**config.mk**
```make
export PLATFORM = sky130hd
export DESIGN_NAME = metronome_tone
export DESIGN_NICKNAME = d
export VERILOG_FILES = /design/src/rtl/metronome_tone.sv
export SDC_FILE = /design/constraint.sdc
export NUM_CORES = 1
export LEC_CHECK = 0
export CAP_MARGIN = 10
export CORE_ASPECT_RATIO = 2
export CORE_UTILIZATION = 50
export CTS_CLUSTER_DIAMETER = 150
export DETAILED_ROUTE_END_ITERATION = 8
export PLACE_DENSITY_LB_ADDON = 0.15
export REMOVE_ABC_BUFFERS = 1
export SLEW_MARGIN = 5
export SYNTH_ARGS = -nofsm -noshare
export SYNTH_HDL_FRONTEND = slang
export SYNTH_SLANG_ARGS = --single-unit
```
**constraint.sdc**
```tcl
create_clock -name sys_clk -period 5.2 [get_ports sys_clk]
set_input_delay 1.04 -clock sys_clk [delete_from_list [all_inputs] [get_ports sys_clk]]
set_output_delay 1.04 -clock sys_clk [all_outputs]
set_load 0.02 [all_outputs]
```
**src/rtl/metronome_tone.sv**
```systemverilog
`default_nettype none
// ============================================================================
// Module   : metronome_tone
// Purpose  : Turns metronome beat strobes into fixed-length square-wave tone
//            bursts, with an accented pitch on the first beat of each bar.
// Revision : 1.0 - initial release
// ============================================================================
module metronome_tone #(
    parameter int FREQ          = 24_000_000,
    parameter int ACCENT_HZ     = 1760,
    parameter int NORMAL_HZ     = 880,
    parameter int BEEP_MS       = 60,
    parameter int BEATS_PER_BAR = 4
) (
    input  logic       sys_clk,
    input  logic       sys_rst,
    input  logic       beat,
    input  logic       bar_sync,
    input  logic       mute,
    output logic       speaker,
    output logic       busy,
    output logic [1:0] beat_pos
);

    localparam int HALF_ACC    = FREQ / (2 * ACCENT_HZ);
    localparam int HALF_NRM    = FREQ / (2 * NORMAL_HZ);
    localparam int BEEP_CYCLES = (FREQ / 1000) * BEEP_MS;
    localparam int HALF_MAX    = (HALF_ACC > HALF_NRM) ? HALF_ACC : HALF_NRM;
    localparam int HALF_W      = (HALF_MAX > 1) ? $clog2(HALF_MAX) : 1;
    localparam int DUR_W       = (BEEP_CYCLES > 1) ? $clog2(BEEP_CYCLES) : 1;

    localparam logic [HALF_W-1:0] ACC_LIM  = HALF_W'(HALF_ACC - 1);
    localparam logic [HALF_W-1:0] NRM_LIM  = HALF_W'(HALF_NRM - 1);
    localparam logic [DUR_W-1:0]  DUR_LAST = DUR_W'(BEEP_CYCLES - 1);
    localparam logic [1:0]        LAST_POS = 2'(BEATS_PER_BAR - 1);

    generate
        if (HALF_ACC < 1 || HALF_NRM < 1 || BEEP_CYCLES < 2 * HALF_NRM ||
            BEATS_PER_BAR < 1 || BEATS_PER_BAR > 4) begin : g_bad_params
            $error("metronome_tone: illegal parameter combination");
        end
    endgenerate

    typedef enum logic [0:0] {
        IDLE = 1'b0,
        TONE = 1'b1
    } state_t;

    state_t            state_q,    state_d;
    logic              tone_q,     tone_d;
    logic              speaker_q,  speaker_d;
    logic              busy_q,     busy_d;
    logic [1:0]        beat_pos_q, beat_pos_d;
    logic [HALF_W-1:0] half_cnt_q, half_cnt_d;
    logic [HALF_W-1:0] half_lim_q, half_lim_d;
    logic [DUR_W-1:0]  dur_cnt_q,  dur_cnt_d;
    logic [1:0]        pos_eff;

    always_comb begin
        state_d    = state_q;
        tone_d     = tone_q;
        half_cnt_d = half_cnt_q;
        half_lim_d = half_lim_q;
        dur_cnt_d  = dur_cnt_q;
        beat_pos_d = beat_pos_q;

        // bar_sync on the same edge as a beat makes that beat the downbeat
        pos_eff = bar_sync ? 2'd0 : beat_pos_q;

        if (beat) begin
            state_d    = TONE;
            tone_d     = 1'b0;
            half_cnt_d = '0;
            dur_cnt_d  = '0;
            half_lim_d = (pos_eff == 2'd0) ? ACC_LIM : NRM_LIM;
            beat_pos_d = (pos_eff == LAST_POS) ? 2'd0 : pos_eff + 2'd1;
        end else begin
            beat_pos_d = pos_eff;
            if (state_q == TONE) begin
                if (dur_cnt_q == DUR_LAST) begin
                    state_d    = IDLE;
                    tone_d     = 1'b1;
                    half_cnt_d = '0;
                    dur_cnt_d  = '0;
                end else begin
                    dur_cnt_d = dur_cnt_q + DUR_W'(1);
                    if (half_cnt_q == half_lim_q) begin
                        tone_d     = ~tone_q;
                        half_cnt_d = '0;
                    end else begin
                        half_cnt_d = half_cnt_q + HALF_W'(1);
                    end
                end
            end
        end

        // mute only masks the pin; tone_q keeps the phase running underneath
        speaker_d = mute | tone_d;
        busy_d    = (state_d == TONE);
    end

    always_ff @(posedge sys_clk) begin
        if (sys_rst) begin
            state_q    <= IDLE;
            tone_q     <= 1'b1;
            speaker_q  <= 1'b1;
            busy_q     <= 1'b0;
            beat_pos_q <= 2'd0;
            half_cnt_q <= '0;
            half_lim_q <= '0;
            dur_cnt_q  <= '0;
        end else begin
            state_q    <= state_d;
            tone_q     <= tone_d;
            speaker_q  <= speaker_d;
            busy_q     <= busy_d;
            beat_pos_q <= beat_pos_d;
            half_cnt_q <= half_cnt_d;
            half_lim_q <= half_lim_d;
            dur_cnt_q  <= dur_cnt_d;
        end
    end

    assign speaker  = speaker_q;
    assign busy     = busy_q;
    assign beat_pos = beat_pos_q;

endmodule
`default_nettype wire

```
After elaboration in Yosys (flattened, before gate mapping)
Index checks and enable logic that the tools add are counted.
{"block": "op_classes", "addsub": 3, "mul": 0, "div_mod_pow": 0, "n_lt_le_gt_ge": 0, "eq_ne": 3, "shift": 0, "n_mux": 14, "bitwise": 2, "n_reduce_logical": 2}
{"op": "$mux 14", "n": 3}
{"op": "$add 21x1->21 const B", "n": 1}
{"op": "$eq 21x21->1 const B", "n": 1}
{"op": "$mux 21", "n": 1}
{"op": "$add 14x1->14 const B", "n": 1}
{"op": "$eq 14x14->1", "n": 1}
{"op": "$mux 1", "n": 7}
{"op": "$mux 2", "n": 3}
{"op": "$add 2x1->2 const B", "n": 1}
{"op": "$eq 2x2->1 const B", "n": 1}
{"op": "$logic_not 2->1", "n": 1}
{"op": "$reduce_or 2->1", "n": 1}
{"op": "$not 1->1", "n": 1}
{"op": "$or 1x1->1", "n": 1}
{"block": "totals", "reg_bits": 54, "latch_bits": 0, "ram_bits": 0, "mem_bits_ro": 0, "input_bits": 5, "output_inout_bits": 4, "wordCells": 31, "n_memories": 0}

Depth between registers and ports, before layout
{"block": "logic_depth", "word_depth": 6, "mapped_depth": 7, "depth_no_buf": 6}

Worst setup path before layout
No wires, ideal clock.
{"block": "synth_path", "path_kind": "input to register", "start": "in sys_rst", "end": "reg half_cnt_q[12]", "setup_time_ns": 0.087, "arrival_ns": 2.180, "t_required_ns": 5.113, "setup_slack_ns": 2.933, "cell_stages": 7, "path_buffers": 2, "cell_sequence": "clkbuf_1 > nor2_1 > clkbuf_1 > nand2_1 > a221oi_1 > a22oi_1 > o31ai_1"}
{"block": "synth_between", "elab_chain_len": 1}
{"item": "from (decl)", "line_no": "16", "source": "input logic sys_rst,"}
{"item": "$reduce_or 2->1 (no source line)"}
{"item": "to (signal assigned)", "line_no": "118", "source": "half_cnt_q <= half_cnt_d;"}
{"item": "to (decl)", "line_no": "54", "source": "logic [HALF_W-1:0] half_cnt_q, half_cnt_d;"}
Every way passes these cells.
A chain may end at the register's enable or synchronous reset.

Worst setup path in the final report
{"block": "layout_path", "start": "in beat", "end": "reg half_cnt_q[3]"}
{"block": "layout_between", "elab_chain_len": 1}
{"item": "from (decl)", "line_no": "17", "source": "input logic beat,"}
{"item": "$reduce_or 2->1 (no source line)"}
Every way passes these cells.

==> results.txt <==
- Length of the first detailed-routing pass in iterations: 4
* Detailed Route Iter0 Violations: 23
* Clock tree root buffer cell: sky130_fd_sc_hd__clkbuf_8
- CP Data Required Time: 5.38 ns
* Number of sinks handled by clock tree synthesis: 43
- Number of buffers and inverters on the critical path: 2
- The die covers 4780 sq um.
- Synthesis instantiated 50 different standard cells from the library.
- The critical path is of the input port to register type.
- Entering global routing, the biggest net connects 19 pins.
* Net load switching power: 147.6 uW
* Leakage power total: 0.8461 nW
* Largest fanout on the critical path: 15
- The synthesized netlist occupies a cell area of roughly 2200 sq um.
- Post-CTS repair changed the size of 0 cells.
- After routing, the total negative slack on setup checks comes to 0 ns.
- Each instance of the synthesized netlist takes up on average about 8.4 sq um.
* Num CTS Buffers: 5
- The clock reaches the later pin of the worst-skew pair after 0.30 ns.
* RSZ-0062 raised after global routing: no
- The count of final max-slew check failures was 0.
* Post-detailed-placement half-perimeter wirelength: 3488 um
* Portion of the post-synthesis area used by sequential elements: 38.33%
* Total internal power: 543.6 uW
- The slowest stage of the critical path is the sky130_fd_sc_hd__clkdlybuf4s50_1 cell.
* TritonCTS clock tree: built
- Kind of launch point of the worst setup path: input port
- The share of synthesized area in the top cell type comes to 38.33%.
- Proportion of power drawn by combinational gates: 6.2%
* Post-CTS setup buffers: 0
- The clock passes through at most 2 buffers.
- In the finished design, the share of the clock period the worst path needs comes to 55.41%.
* Fraction of the mapped netlist area in compound gates: approximately an eighth
* Clock-pin slew on the worst setup and hold paths: 0.08 ns
- Min Tclk post-route: 2.882 ns
- IO buf count: 8
- At the pin with the least slew margin, the transition time is ~0.88 ns.
- Syn. warnings: 0
- Counting flops with a built-in enable in the synthesized netlist gives 0.
* Count leader, synth: sky130_fd_sc_hd__dfxtp_1
- Critical path endpoint category: register
- Via count of the first global-routing pass: 1,920
* Die span in x: 49.39 um
* Final antenna diode count: 0
* Max incr delay on CP: 0.58 ns
- ANT nets after route: 0
* Areal power density over the cells: 281.6 nW/um^2
- The completed layout was analyzed and its total power is 691.2 uW.
- Number of levels the H-tree was split into: 2
- Area overhead of the layout relative to synthesis: 9.303%
* Total overflow reported by the global router: 0
- The worst-case IR drop observed on VDD is 0.0002206 V.
* Die Y: 96.78 um
- The number of antenna violations at the first check in global routing was 0.
- Measured against its own limit, the worst slew margin works out to 41.35%.
- During I/O placement, the number of pins put on the boundary was 9.
* Area share of xor/xnor cells in the synthesized design: about 6.6%
* Top post-synthesis cells by area: sky130_fd_sc_hd__dfxtp_1, sky130_fd_sc_hd__nand2_1, sky130_fd_sc_hd__xor2_1
- In the final routed layout, each cell accounts on average for between 15 and 20 um.
- Final number of hold-violating endpoints: 0
* Outcome: complete, no violations
- Net total in the final layout: 277
- Synth Register Bits: 43
- Routability-driven placement congestion ratio: between 0.7 and 0.8
- Summing the areas of all fa, ha and maj instances in the mapped netlist gives roughly 1.7% of the synthesized area.
- Share of async-settable or async-resettable flops after synthesis: 0%
- Static timing analysis puts the maximum clock frequency at 347.0 MHz.
- Cells with a size suffix above 1 make up 6.667% of the layout.
* Net switching fraction of the power: 21.36%
* GRT Resource Usage Total: 23.20%
- Buffers inserted to repair hold after CTS numbered 0.
- Measured against the total synthesized area, the mux share comes to 2.451%.
- Setup violations remaining at the end of the flow were counted as 0.
- Synthesis produced a netlist whose cell count is roughly 270.
- Maximum clock skew at final layout: 0.005841 ns
- Type of the most critical hold path: register to register
- Wire length of the first global-routing pass: 8659 um
- Top delay family on crit path: buffers and inverters
- The biggest area contributor in the post-synthesis netlist is sky130_fd_sc_hd__dfxtp_1.
- FP Rows: 34
* Register share of total power: 49.3%
- Combinational family with the most area after synthesis: simple AND/OR/NAND/NOR gates
* Floorplan core area: 4339 sq um
* Signal arrival time at the worst endpoint: between 3 and 4 ns
* Share of synthesized cell area in and, or, nand and nor gates: 33.04%
- Sorting the synthesized cells by how often they occur yields sky130_fd_sc_hd__dfxtp_1, sky130_fd_sc_hd__nand2_1, sky130_fd_sc_hd__nor2_1, sky130_fd_sc_hd__nand4_1.
- After detailed routing, the number of remaining DRC violations is 0.
* Routed Wire Length: 4934 um
- Portion of total power attributed to the clock network: 44.5%
* Ordered cell list for the critical path: clkdlybuf4s50_1 > nor2_1 > buf_4 > nand4_1 > o311ai_0
- For this configuration, the core starts out at a cell density of a little over 50%.
- In the routed layout, each cell is associated on average with a via count of 6.015.
- The most used flip-flop cell after synthesis is sky130_fd_sc_hd__dfxtp_1.
- The detailed router placed 1,949 vias in this run.
- Number of max-capacitance violations reported: 0
==> path summary, 6_finish.rpt <==
check	from	to	slack, ns	depth (start not counted)
max reg2reg	half_cnt_q[0]	half_cnt_q[3]	2.75	5
min reg2reg	dur_cnt_q[1]	dur_cnt_q[1]	0.49	2
min	dur_cnt_q[1]	dur_cnt_q[1]	0.49	2
max	beat	half_cnt_q[3]	2.32	5
==> power groups by stage <==
stage	Clock [mW]	Combinational (mW)	Sequential, mW
2_1_floorplan	0	0.0241	0.349
3_3_place_gp	0	0.0425	0.349
3_5_place_dp	0	0.0429	0.349
4_1_cts	0.317	0.0429	0.341
5_1_grt	0.326	0.0472	0.342
6_report	0.308	0.0428	0.341
==> final cells by class <==
type / instances / area, sq um
fillers: 417 / 1884
multi-input cells: 205 / 1284
flip-flops and latches: 43 / 860.8
repair buffers: 10 / 95.09
clock buffers: 6 / 72.57
well taps: 54 / 67.56
clock inverters: 2 / 60.06
inverters: 4 / 15.01
==> cells in the final DEF (no fill, tap or decap), types with 4 or more instances in the layout <==
cell type | netlist | routed
sky130_fd_sc_hd__nor2_1 | 30 | 30
sky130_fd_sc_hd__nand4_1 | 18 | 18
sky130_fd_sc_hd__a21oi_1 | 9 | 9
sky130_fd_sc_hd__nand2b_1 | 4 | 4
sky130_fd_sc_hd__or3_1 | 5 | 5
sky130_fd_sc_hd__xor2_1 | 14 | 14
sky130_fd_sc_hd__clkdlybuf4s50_1 | 0 | 8
sky130_fd_sc_hd__and4_1 | 7 | 7
sky130_fd_sc_hd__nand3_1 | 14 | 14
sky130_fd_sc_hd__dfxtp_1 | 43 | 43
sky130_fd_sc_hd__nand2_1 | 33 | 33
sky130_fd_sc_hd__inv_1 | 4 | 4
sky130_fd_sc_hd__o311ai_1 | 5 | 5
sky130_fd_sc_hd__and3_1 | 8 | 8
sky130_fd_sc_hd__clkbuf_8 | 0 | 5
==> layer usage <==
metal,vias up,track usage [%],wire length [um]
met5,-,0,0
met1,941,24.18,2040
li1,978,-,-
met3,9,3.459,88
met2,21,43.41,2682
met4,0,10.77,123
==> sequential cells by signal (all words and copies together), names as in the netlist <==
name / flops
speaker: 1
half_lim_q: 3
busy: 1
tone_q: 1
beat_pos: 2
half_cnt_q: 14
dur_cnt_q: 21
==> cells by family after synthesis <==
| logic type | count (synthesis) |
|---|---|
| AND/OR/NAND/NOR | 140 |
| flip-flops | 43 |
| AO/OA/AOI/OAI | 42 |
| buffers and inverters | 20 |
| XOR/XNOR | 17 |
| multiplexers | 3 |
| adder cells (fa/ha/maj) | 3 |
==> per-stage QoR <==
| step | utilization [%] | cells | setup slack (ns) | area (sq um) | hold slack (ns) |
|---|---|---|---|---|---|
| detailed placement | 53.52 | 316 | 2.022 | 2322 | 0.4808 |
| finish | 56.57 | 324 | 2.318 | 2455 | 0.4943 |
| global route | 56.57 | 324 | 2.139 | 2455 | 0.5183 |
| CTS | 56.57 | 324 | 2.331 | 2455 | 0.4955 |
| global placement | 53.52 | 316 | 2.092 | 2322 | 0.4682 |
| floorplan | - | 252 | 2.725 | 2160 | 0.4470 |
==> worst min-delay path, stage by stage, from the launching register on <==
cell and delay [ns]:
sky130_fd_sc_hd__dfxtp_1 0.33, sky130_fd_sc_hd__nand2_1 0.07, sky130_fd_sc_hd__a21oi_1 0.05
Note: power is estimated with default switching activity, not from simulation.
